==> src/rtl/hex_scan_pkg.sv <==
// Shared definitions for the multiplexed hex display scanner.
//   SEG_TABLE : active-low gfedcba patterns for nibbles 0..F
//   SEG_OFF   : all segments dark
//   slot_state_t : phase within one digit slot (dark guard, then lit)
package hex_scan_pkg;

  localparam logic [6:0] SEG_OFF = 7'h7F;

  localparam logic [6:0] SEG_TABLE [16] = '{
    7'h40, 7'h79, 7'h24, 7'h30, 7'h19, 7'h12, 7'h02, 7'h78,
    7'h00, 7'h18, 7'h08, 7'h03, 7'h46, 7'h21, 7'h06, 7'h0E
  };

  typedef enum logic {BLANK, DRIVE} slot_state_t;

endpackage

==> src/rtl/hex_seg_lut.sv <==
// Combinational nibble to active-low 7-segment decoder.
//   nib : hex digit value
//   seg : active-low segments, gfedcba
module hex_seg_lut
  import hex_scan_pkg::*;
(
  input  logic [3:0] nib,
  output logic [6:0] seg
);

  assign seg = SEG_TABLE[nib];

endmodule

==> src/rtl/hex_scan_scheduler.sv <==
// Time-multiplexed scan controller for NUM_DIGITS common-anode digits sharing
// one segment bus. New values arrive over valid/ready into a one-entry buffer
// and are only promoted to the displayed value at a frame boundary.
//   CLOCK_50   : clock, rising edge
//   reset      : synchronous, active-high
//   load_valid/load_ready/load_data : value handshake, nibble i = digit i
//   blank_lz   : suppress leading zeros (live)
//   blink_mask : digits dark during blink off-phase (live)
//   HEX_SEG    : active-low segments gfedcba (registered)
//   DIGIT_EN   : active-low one-hot digit enables (registered)
module hex_scan_scheduler
  import hex_scan_pkg::*;
#(
  parameter int NUM_DIGITS   = 4,
  parameter int SCAN_DIV     = 50000,
  parameter int BLANK_CYC    = 500,
  parameter int BLINK_FRAMES = 128
) (
  input  logic                    CLOCK_50,
  input  logic                    reset,
  input  logic                    load_valid,
  output logic                    load_ready,
  input  logic [4*NUM_DIGITS-1:0] load_data,
  input  logic                    blank_lz,
  input  logic [NUM_DIGITS-1:0]   blink_mask,
  output logic [6:0]              HEX_SEG,
  output logic [NUM_DIGITS-1:0]   DIGIT_EN
);

  localparam int CW = $clog2(SCAN_DIV);
  localparam int IW = $clog2(NUM_DIGITS);
  localparam int FW = (BLINK_FRAMES > 1) ? $clog2(BLINK_FRAMES) : 1;

  localparam logic [CW-1:0] CNT_MAX   = CW'(SCAN_DIV - 1);
  localparam logic [CW-1:0] CNT_BLANK = CW'(BLANK_CYC);
  localparam logic [IW-1:0] IDX_MAX   = IW'(NUM_DIGITS - 1);
  localparam logic [FW-1:0] FRM_MAX   = FW'(BLINK_FRAMES - 1);

  logic [4*NUM_DIGITS-1:0] disp;
  logic [4*NUM_DIGITS-1:0] pend;
  logic                    pend_full;
  logic [IW-1:0]           idx;
  logic [CW-1:0]           cnt;
  logic [FW-1:0]           frame_cnt;
  logic                    phase;

  slot_state_t             state;
  logic                    cnt_wrap;
  logic                    frame_end;
  logic                    accept;
  logic [NUM_DIGITS-1:0]   upper_zero;
  logic [3:0]              cur_nib;
  logic                    suppress;
  logic [6:0]              lut_seg;

  logic [6:0]              seg_p1;
  logic [NUM_DIGITS-1:0]   en_p1;

  assign load_ready = !pend_full;
  assign HEX_SEG    = seg_p1;
  assign DIGIT_EN   = en_p1;

  // Stage 0: slot decode, suppression and segment lookup from current idx/cnt/disp
  always_comb begin
    state     = (cnt < CNT_BLANK) ? BLANK : DRIVE;
    cnt_wrap  = (cnt == CNT_MAX);
    frame_end = cnt_wrap && (idx == IDX_MAX);
    accept    = load_valid && !pend_full;
  end

  // upper_zero[i]: nibbles NUM_DIGITS-1 down to i of disp are all zero
  always_comb begin
    logic z;
    z          = 1'b1;
    upper_zero = '0;
    for (int i = NUM_DIGITS - 1; i >= 0; i--) begin
      z             = z && (disp[4*i +: 4] == 4'h0);
      upper_zero[i] = z;
    end
  end

  always_comb begin
    cur_nib = 4'h0;
    for (int i = 0; i < NUM_DIGITS; i++) begin
      if (IW'(i) == idx) cur_nib = disp[4*i +: 4];
    end
  end

  // Digit 0 is exempt from leading-zero blanking so a zero value stays visible
  always_comb begin
    suppress = (state == BLANK)
            || (blank_lz && (idx != '0) && upper_zero[idx])
            || (blink_mask[idx] && phase);
  end

  hex_seg_lut u_lut (
    .nib (cur_nib),
    .seg (lut_seg)
  );

  // Stage 1: registered pin drive plus scan/frame/handshake state
  always_ff @(posedge CLOCK_50) begin
    if (reset) begin
      disp      <= '0;
      pend_full <= 1'b0;
      idx       <= '0;
      cnt       <= '0;
      frame_cnt <= '0;
      phase     <= 1'b0;
      seg_p1    <= SEG_OFF;
      en_p1     <= '1;
    end else begin
      seg_p1 <= suppress ? SEG_OFF : lut_seg;
      en_p1  <= suppress ? '1 : ~(NUM_DIGITS'(1) << idx);

      cnt <= cnt_wrap ? '0 : cnt + CW'(1);
      if (cnt_wrap) idx <= (idx == IDX_MAX) ? '0 : idx + IW'(1);

      if (frame_end) begin
        if (frame_cnt == FRM_MAX) begin
          frame_cnt <= '0;
          phase     <= !phase;
        end else begin
          frame_cnt <= frame_cnt + FW'(1);
        end
      end

      // accept requires an empty buffer, so it never collides with a transfer;
      // a same-cycle accept at frame end waits for the following frame end
      if (frame_end && pend_full) begin
        disp      <= pend;
        pend_full <= 1'b0;
      end else if (accept) begin
        pend_full <= 1'b1;
      end
    end
  end

  always_ff @(posedge CLOCK_50) begin
    if (accept) pend <= load_data;
  end

endmodule
==> config.mk <==
export PLATFORM = sky130hd
export DESIGN_NAME = hex_scan_scheduler
export DESIGN_NICKNAME = d
export VERILOG_FILES = /design/src/rtl/hex_scan_pkg.sv /design/src/rtl/hex_seg_lut.sv /design/src/rtl/hex_scan_scheduler.sv
export SDC_FILE = /design/constraint.sdc
export NUM_CORES = 1
export LEC_CHECK = 0
export BUFFER_PORTS_ARGS = -buffer_cell sky130_fd_sc_hd__buf_4
export CORE_ASPECT_RATIO = 1.75
export CORE_UTILIZATION = 37
export DETAILED_ROUTE_END_ITERATION = 16
export GPL_TIMING_DRIVEN = 0
export SLEW_MARGIN = 20
export SYNTH_ARGS = -nofsm -noshare
export SYNTH_HDL_FRONTEND = slang
export SYNTH_SLANG_ARGS = --single-unit
==> constraint.sdc <==
create_clock -name CLOCK_50 -period 2.5 [get_ports CLOCK_50]
set_clock_uncertainty 0.2 [all_clocks]
set_input_delay 0.125 -clock CLOCK_50 [delete_from_list [all_inputs] [get_ports CLOCK_50]]
set_output_delay 0.125 -clock CLOCK_50 [all_outputs]
set_load 0.03 [all_outputs]
==> results of run 1 <==
## per-stage QoR
stage	total power, W	instance area [um^2]
2_1_floorplan	0.001237	3072
5_1_grt	0.002621	3984
4_1_cts	0.002563	3953
6_report	0.002527	3984
3_3_place_gp	0.001276	3447
3_5_place_dp	0.001277	3450
## final cells by class
type,count,area share
Tap cell,90,0.02827
Inverter,10,0.009422
Clock buffer,10,0.05999
Multi-Input combinational cell,209,0.3558
Buffer,13,0.02230
Sequential cell,70,0.3938
Timing Repair Buffer,55,0.1149
Clock inverter,6,0.01539
## layer usage
metal / vias up / global-route usage / routed length, um
met5: - / 0 / 0
met4: 0 / 0.07875 / 121
met3: 11 / 0.04762 / 209
met2: 44 / 0.2897 / 3334
met1: 1075 / 0.1559 / 2470
li1: 1206 / - / -
## repair_timing
item	4_1_cts	5_1_grt
resized for setup	4	10
hold buffers	18	0
endpoints found under the hold margin	18	0
pin swaps	2	0
endpoints found under the setup margin	6	7
setup buffers	2	0
## power by group
group	internal (W)	total [W]	switching (W)
clock network	0.000794	0.00125	0.000461
registers	0.00118	0.00119	0.00000916
logic	0.0000511	0.0000852	0.0000341
## cells by family after synthesis
| family | after synthesis | synth area share |
|---|---|---|
| buffers and inverters | 24 | 0.03790 |
| AO/OA/AOI/OAI | 37 | 0.08069 |
| multiplexers | 20 | 0.06927 |
| adder cells (fa/ha/maj) | 11 | 0.04482 |
| XOR/XNOR | 17 | 0.04849 |
| AND/OR/NAND/NOR | 124 | 0.2103 |
| flip-flops | 70 | 0.5086 |
## cells in the final DEF, fill, tap and decap left out, types with 7 or more instances in the layout
| cell | instances |
|---|---|
| dlygate4sd3_1 | 18 |
| clkbuf_16 | 9 |
| a21oi_1 | 9 |
| dfxtp_1 | 52 |
| mux2i_1 | 19 |
| edfxtp_1 | 16 |
| nand3_1 | 10 |
| nor2_1 | 47 |
| inv_1 | 10 |
| ha_1 | 8 |
| buf_4 | 37 |
| xor2_1 | 10 |
| nand2_1 | 19 |
| xnor2_1 | 7 |
## state kept, by name, indices dropped and copies added, names as in the netlist
register and flops:
HEX_SEG 7, idx 2, disp 16, frame_cnt 7
pend 16, phase 1, pend_full 1, cnt 16
DIGIT_EN 4
## critical path: stages, from the launching register on
cell     delay, ns
dfxtp_4       0.39
ha_2          0.22
buf_6         0.16
buf_6         0.16
nor3b_1       0.06
a211o_1       0.28
ha_1          0.35
mux2i_1       0.14
a31oi_1       0.18
o21ai_0       0.09
## worst paths after layout
kind | start | to | cells after the start
worst max register to register | idx[0]$_SDFFE_PP0N_ | HEX_SEG[3]$_SDFF_PP1_ | 9
worst max-delay path | idx[0]$_SDFFE_PP0N_ | HEX_SEG[3]$_SDFF_PP1_ | 9
worst min-delay path | blank_lz | HEX_SEG[2]$_SDFF_PP1_ | 4
worst min register to register | cnt[0]$_SDFF_PP0_ | cnt[0]$_SDFF_PP0_ | 1
==> results.sh, run 1 <==
export IMPL_synth_top_cell_area_share=0.3521
export IMPL_synthTopCellsByCount="dfxtp_1 (54), nor2_1 (47), mux2i_1 (19), nand2_1 (19), edfxtp_1 (16)"
export IMPL_leakagePower_nw=1.593
export IMPL_ir_drop_v=0.0004899
export IMPL_io_pins=36
export IMPL_synthArstFlopShare=0
export IMPL_synthFlopType="dfxtp_1"
export IMPL_outcome="completed"
export IMPL_power_density_nw_per_um2=634.2
export IMPL_regArea_um2=1569
export IMPL_drv_slew=0
export IMPL_synth_cell_type_count=47
export IMPL_wirelength_um=6136
export IMPL_path_max_fanout=10
export IMPL_synth_area_per_cell_um2=10.13
export IMPL_die_area_um2=8681
export IMPL_initial_core_util=0.3856
export IMPL_clk_latency_ns=0.33
export IMPL_htree_levels=3
export IMPL_synth_edff_count=16
export IMPL_rsz0062_at_grt="no"
export IMPL_finalCritPeriodShare=0.9426
export IMPL_hold_ws_ns=0.07784
export IMPL_grt_usage=0.1566
export IMPL_setup_viol=0
export IMPL_ant_nets=0
export IMPL_synth_cells=303
export IMPL_gp_congestion=0.7975
export IMPL_dr_first_iter_drc_count=134
export IMPL_grt_pass1_wl_um=10270
export IMPL_rrSetupSlack_ns=0.14
export IMPL_drive_gt1_frac=0.2064
export IMPL_post_drt_wl_per_cell_um=13.25
export IMPL_endpoint_kind="flip-flop"
export IMPL_areaGrowthSynthToFinish_pct=29.75
export IMPL_cts_sinks=70
export IMPL_cts_made_buffers=9
export IMPL_place_ws_ns=-0.2854
export IMPL_clk_pin_slew_ns=0.05
export IMPL_vias=2336
export IMPL_drt_pre_antenna_iters=6
export IMPL_n_fill_cell=759
export IMPL_die_h_um=122.5
export IMPL_dp_cells=428
export IMPL_gr_total_overflow=0
export IMPL_max_slew_worst_pin_slew_ns=0.7540
export IMPL_grt_max_degree=17
export IMPL_synth_most_common_cell="dfxtp_1"
export IMPL_fin_cells=463
export IMPL_syn_nets=338
export IMPL_hold_viol_final=0
export IMPL_grt_pass1_vias=2240
export IMPL_synth_area_top_cells="dfxtp_1 (35%), edfxtp_1 (16%), mux2i_1 (6.2%)"
export IMPL_fin_nets=403
export IMPL_synth_seq_area_share=0.5086
export IMPL_synth_seq_cells=70
export IMPL_die_w_um=70.86
export IMPL_layout_setup_ws_ns=0.1434
export IMPL_path_class="reg2reg"
export IMPL_post_route_min_period_ns=2.357
export IMPL_cts_tree="built"
export IMPL_root_buffer="clkbuf_16"
export IMPL_multi_input_area_um2=1418
export IMPL_max_slew_margin=0.4943
export IMPL_worstPathRequired_ns=2.51
export IMPL_worst_ep_arrival_time_ns=2.37
export IMPL_dpl_hpwl_um=4446
export IMPL_numPortBuffers=35
export IMPL_drv_cap=0
export IMPL_max_freq_mhz=424.3
export IMPL_setup_tns_ns=0
export IMPL_drc=0
export IMPL_yosys_area_top_type="dfxtp_1"
export IMPL_viasPerCell=5.045
export IMPL_yosys_warnings=0
export IMPL_hold_path_class="in2reg"
export IMPL_coreArea_um2=7963
export IMPL_diodes=0
export IMPL_num_rows=43
export IMPL_worst_setup_path_start_kind="flip-flop"
export IMPL_final_core_utilization=0.5003
export IMPL_ctsLongestPathBuffers=2
export IMPL_antenna_found_initial=0
export IMPL_syn_area_um2=3070
(Power assumes the default switching activity.)
==> run 2: changes to the inputs <==
ABC_CLOCK_PERIOD_IN_PS = 2500   (was unset)
CORE_UTILIZATION = 52   (was 37)
PLACE_DENSITY = 0.75   (was unset)
==> run 2 against run 1 <==
  * Critical path depth unchanged
  * Clock power down 22%
  * Clock-buffer cell count decreased by 1
  * Setup slack lost 0.092 ns
  * Critical path type unchanged
  * Combinational power rose by 1%
  * Via count rose by 2.3%
  * Core utilization rose by 18 points
  * Sequential power about the same
  * Largest power group is now sequential cells
  * Non-clock buffer count did not move
  * Final area is 3.2% lower
  * Final cell count decreased by 3.0%
  * Flip-flop and latch count did not move
==> results.sh, run 2 (synthesis gave the netlist of run 1 again) <==
export IMPL_viasPerCell=5.321
export IMPL_dpl_hpwl_um=4440
export IMPL_worstPathCellList="ha_2 > buf_4 > buf_4 > nor3b_1 > a211o_1 > ha_1 > nand2b_1 > a21oi_1 > o21ai_0"
export IMPL_crit_start="idx[0]$_SDFFE_PP0N_"
export IMPL_finalCritPeriodShare=0.9796
export IMPL_die_w_um=60.09
export IMPL_rsz0062_at_grt="yes"
export IMPL_whs_path_depth=4
export IMPL_multi_input_area_um2=1405
export IMPL_vias=2389
export IMPL_setup_viol=0
export IMPL_critical_path_max_stage_delay_ns=0.40
export IMPL_grt_pass1_vias=2379
export IMPL_r2r_start="idx[0]$_SDFFE_PP0N_"
export IMPL_worst_setup_path_start_kind="flip-flop"
export IMPL_gp_congestion=0.9003
export IMPL_place_area_um2=3432
export IMPL_max_slew_margin=0.5135
export IMPL_outcome="completed"
export IMPL_regArea_um2=1567
export IMPL_die_area_um2=6228
export IMPL_htree_levels=3
export IMPL_drc=0
export IMPL_grt_pass1_wl_um=10640
export IMPL_cts_tree="built"
export IMPL_path_class="reg2reg"
export IMPL_top_layer="met4"
export IMPL_hold_path_class="in2reg"
export IMPL_drv_slew=0
export IMPL_areaGrowthSynthToFinish_pct=25.59
export IMPL_power_density_nw_per_um2=584.0
export IMPL_fin_nets=403
export IMPL_final_cell_mix="dfxtp_1 (52), nor2_1 (47), buf_4 (39), mux2i_1 (19), nand2_1 (19)"
export IMPL_post_drt_wl_per_cell_um=14.15
export IMPL_drt_pre_antenna_iters=4
export IMPL_path_depth=9
export IMPL_drv_cap=0
export IMPL_grt_usage=0.2323
export IMPL_drive_gt1_frac=0.1930
export IMPL_cp_slowest_cell="dfxtp_4"
export IMPL_numPortBuffers=35
export IMPL_leakagePower_nw=1.542
export IMPL_num_rows=36
export IMPL_gr_total_overflow=0
export IMPL_post_route_min_period_ns=2.449
export IMPL_initial_core_util=0.5453
export IMPL_wl_met2_um=3422
export IMPL_cpLargestDelayFamily="adder cells"
export IMPL_max_slew_worst_pin_slew_ns=0.7265
export IMPL_reg2reg_depth=9
export IMPL_final_area_um2=3856
export IMPL_top_regs="cnt: 16 flops, disp: 16 flops, pend: 16 flops"
export IMPL_root_buffer="clkbuf_8"
export IMPL_path_max_fanout=10
export IMPL_coreArea_um2=5630
export IMPL_worst_ep_arrival_time_ns=2.49
export IMPL_die_h_um=103.7
export IMPL_ant_nets=0
export IMPL_ctsLongestPathBuffers=2
export IMPL_met3_length_um=194
export IMPL_fin_cells=449
export IMPL_hold_viol_final=0
export IMPL_wirelength_um=6352
export IMPL_wl_met1_um=2518
export IMPL_n_fill_cell=456
export IMPL_path_common_cell="buf_4"
export IMPL_endpoint_kind="flip-flop"
export IMPL_cts_sinks=70
export IMPL_dr_first_iter_drc_count=117
export IMPL_max_freq_mhz=408.3
export IMPL_dp_cells=414
export IMPL_clk_pin_slew_ns=0.07
export IMPL_hold_path_startpoint="blank_lz"
export IMPL_diodes=0
export IMPL_cts_made_buffers=9
export IMPL_grt_max_degree=17
export IMPL_ir_drop_v=0.0004422
export IMPL_worst_path_buf_inv=2
export IMPL_worstPathRequired_ns=2.54
export IMPL_io_pins=36
export IMPL_layout_commonest_cell="dfxtp_1"
export IMPL_antenna_found_initial=0
export IMPL_clk_latency_ns=0.36
[run 2: cell count changes in the layout (fill, tap and decap cells not counted), moves of 2 or more]
cell / change
buf_4: +2
clkinv_2: -2
buf_6: -2
clkinv_1: +2
clkbuf_8: +8
clkbuf_16: -9
[run 2: worst paths after layout]
check	endpoint	slack [ns]
hold reg to reg	cnt[0]$_SDFF_PP0_	0.27
setup reg to reg	HEX_SEG[3]$_SDFF_PP1_	0.05
setup / recovery	HEX_SEG[3]$_SDFF_PP1_	0.05
hold / removal	HEX_SEG[2]$_SDFF_PP1_	0.06
[run 2: power by group]
part,internal (W),total (W),leakage (nW),switching [W]
Clock,0.000554,0.000979,0.104,0.000425
Sequential,0.00118,0.00119,0.590,0.00000974
Combinational,0.0000512,0.0000861,0.848,0.0000349
Total,0.00178,0.00225,1.54,0.000470
[run 2: layer usage]
layer	global-route usage	vias to the layer above
met3	0.06117	16
li1	-	1191
met1	0.2437	1128
met2	0.3897	54
met4	0.1478	0
met5	0	-
[run 2: repair_timing]
item                                    CTS  global route
endpoints found under the setup margin    6             6
buffers inserted                          2             0
hold endpoints to repair                 18             0
gates resized for setup                   5             4
pin swaps                                 2             1
hold buffers                             18             0
[run 2: final cells by class]
type,count,area share
Multi-Input combinational cell,209,0.3644
Buffer,13,0.02109
Sequential cell,70,0.4062
Clock buffer,9,0.03212
Inverter,10,0.009734
Clock inverter,7,0.02304
Timing Repair Buffer,55,0.1188
Tap cell,76,0.02466
[run 2: metrics by stage]
step	hold slack (ns)	util	setup TNS, ns	worst slack [ns]	total power, W
CTS	0.04068	0.6833	0	0.02147	0.002269
global placement	0.1034	0.6091	-0.3743	-0.2020	0.001276
finish	0.05540	0.6849	0	0.05110	0.002252
detailed placement	0.1044	0.6096	-0.7467	-0.2611	0.001278
global route	0.07486	0.6849	-0.06738	-0.05145	0.002331
floorplan	0.02387	-	0	0.1136	0.001237
[run 2: worst min-delay path: cells and delay by family]
family | cells | cell delay (ns)
AOI/OAI and AO/OA | 2 | 0.25
buffers and inverters | 1 | 0.11
and+or+nand+nor | 1 | 0.07
==> run 3: changes to the inputs <==
CORE_MARGIN = 2   (was unset)
==> run 3 against run 2 <==
  * First-iteration DRC count decreased by 29%
  * Clock-buffer cell count increased by 5
  * Global-route usage decreased by 1.2 points
==> results.sh, run 3 (synthesis gave the netlist of run 1 again) <==
export IMPL_layout_commonest_cell="dfxtp_1"
export IMPL_hold_viol_final=0
export IMPL_endpoint_kind="flip-flop"
export IMPL_hold_ws_ns=0.03867
export IMPL_drt_pre_antenna_iters=4
export IMPL_drc=0
export IMPL_dpl_hpwl_um=4324
export IMPL_wirelength_um=6169
export IMPL_gp_congestion=0.8925
export IMPL_finalCritPeriodShare=0.9545
export IMPL_final_cell_mix="dfxtp_1 (52), nor2_1 (47), buf_4 (40), mux2i_1 (19), nand2_1 (19)"
export IMPL_worstPathRequired_ns=2.53
export IMPL_n_fill_cell=462
export IMPL_viasPerCell=5.263
export IMPL_root_buffer="clkbuf_8"
export IMPL_antenna_found_initial=0
export IMPL_drv_slew=0
export IMPL_crit_start="idx[0]$_SDFFE_PP0N_"
export IMPL_coreArea_um2=5787
export IMPL_r2r_end="HEX_SEG[3]$_SDFF_PP1_"
export IMPL_p_total_w=0.002044
export IMPL_hold_path_class="in2reg"
export IMPL_leakagePower_nw=1.541
export IMPL_cts_made_buffers=9
export IMPL_setup_viol=0
export IMPL_die_area_um2=6559
export IMPL_clk_pin_slew_ns=0.07
export IMPL_drv_cap=0
export IMPL_num_rows=37
export IMPL_fin_nets=404
export IMPL_io_pins=36
export IMPL_grt_pass1_wl_um=10610
export IMPL_path_max_fanout=10
export IMPL_areaGrowthSynthToFinish_pct=25.31
export IMPL_drive_gt1_frac=0.2005
export IMPL_vias=2379
export IMPL_max_freq_mhz=419.0
export IMPL_ir_drop_v=0.0004747
export IMPL_wl_met1_um=2498
export IMPL_htree_levels=3
export IMPL_gr_total_overflow=0
export IMPL_dr_first_iter_drc_count=83
export IMPL_max_slew_margin=0.5109
export IMPL_initial_core_util=0.5306
export IMPL_met3_length_um=239
export IMPL_max_slew_worst_pin_slew_ns=0.7303
export IMPL_hold_path_startpoint="blank_lz"
export IMPL_crit_end="HEX_SEG[3]$_SDFF_PP1_"
export IMPL_outcome="completed"
export IMPL_grt_max_degree=17
export IMPL_cts_tree="built"
export IMPL_reg2reg_depth=9
export IMPL_top_layer="met4"
export IMPL_rrSetupSlack_ns=0.11
export IMPL_ctsLongestPathBuffers=2
export IMPL_top_regs="cnt: 16 flops, disp: 16 flops, pend: 16 flops"
export IMPL_post_drt_wl_per_cell_um=13.65
export IMPL_die_w_um=62.09
export IMPL_worst_setup_path_start_kind="flip-flop"
export IMPL_clk_latency_ns=0.35
export IMPL_grt_pass1_vias=2328
export IMPL_grt_usage=0.2203
export IMPL_post_route_min_period_ns=2.386
export IMPL_ant_nets=0
export IMPL_numPortBuffers=35
export IMPL_r2r_start="idx[0]$_SDFFE_PP0N_"
export IMPL_path_class="reg2reg"
export IMPL_wl_met2_um=3294
export IMPL_die_h_um=105.7
export IMPL_diodes=0
export IMPL_power_density_nw_per_um2=531.3
export IMPL_cts_sinks=70
export IMPL_worst_ep_arrival_time_ns=2.42
-- run 3: worst min path at each step --
| stage | endpoint | slack, ns | cells past startpoint |
|---|---|---|---|
| 2_1_floorplan | pend[0]$_DFFE_PP_ | 0.02 | 0 |
| 3_3_place_gp | pend[14]$_DFFE_PP_ | 0.10 | 1 |
| 3_5_place_dp | pend[1]$_DFFE_PP_ | 0.10 | 1 |
| 4_1_cts | HEX_SEG[2]$_SDFF_PP1_ | 0.02 | 4 |
| 5_1_grt | HEX_SEG[2]$_SDFF_PP1_ | 0.07 | 4 |
| 6_report | HEX_SEG[2]$_SDFF_PP1_ | 0.04 | 4 |
-- run 3: final cells by class --
type,count,area [um^2],share of cell area
Tap cell,78,97.59,0.02537
Clock inverter,2,10.01,0.002602
Clock buffer,14,152.6,0.03967
Multi-Input combinational cell,209,1426,0.3707
Buffer,12,81.33,0.02114
Inverter,10,37.54,0.009756
Timing Repair Buffer,57,473.0,0.1229
Sequential cell,70,1569,0.4078
-- run 3: power by group --
part / total (W) / internal (W) / switching (W)
registers: 0.00119 / 0.00118 / 0.00000911
logic: 0.0000860 / 0.0000512 / 0.0000347
clock network: 0.000773 / 0.000385 / 0.000388
-- run 3: worst max-delay path, stage by stage (launching register included) --
cell and delay, ns:
dfxtp_4 0.40, ha_2 0.21, buf_4 0.19, buf_6 0.16, nor3b_1 0.06, a211o_2 0.38, buf_4 0.16, ha_1 0.26
a31oi_1 0.15, o21ai_0 0.09
-- run 3: per-stage QoR --
step                      cell area (um^2)  utilization  TNS (ns)  std cells  setup WS, ns
final                                 3847       0.6649         0        452        0.1136
after global routing                  3847       0.6649  -0.04160        452      -0.02224
after CTS                             3797       0.6562         0        451      0.002860
after detailed placement              3435       0.5935   -0.6920        416       -0.2669
after global placement                3432       0.5931   -0.5488        416       -0.2295
after floorplan                       3072            -         0        303        0.1136
-- run 3: what timing repair did --
item / in CTS / in global routing
pin swaps: 1 / 3
hold endpoints to repair: 18 / 0
hold buffers: 18 / 0
buffers inserted: 1 / 3
endpoints found under the setup margin: 6 / 7
resized for setup: 6 / 8
-- run 3: layer usage --
layer | GRT usage | vias up
li1 | - | 1203
met1 | 0.2470 | 1101
met2 | 0.3542 | 63
met3 | 0.07975 | 12
met4 | 0.1049 | 0
met5 | 0 | -
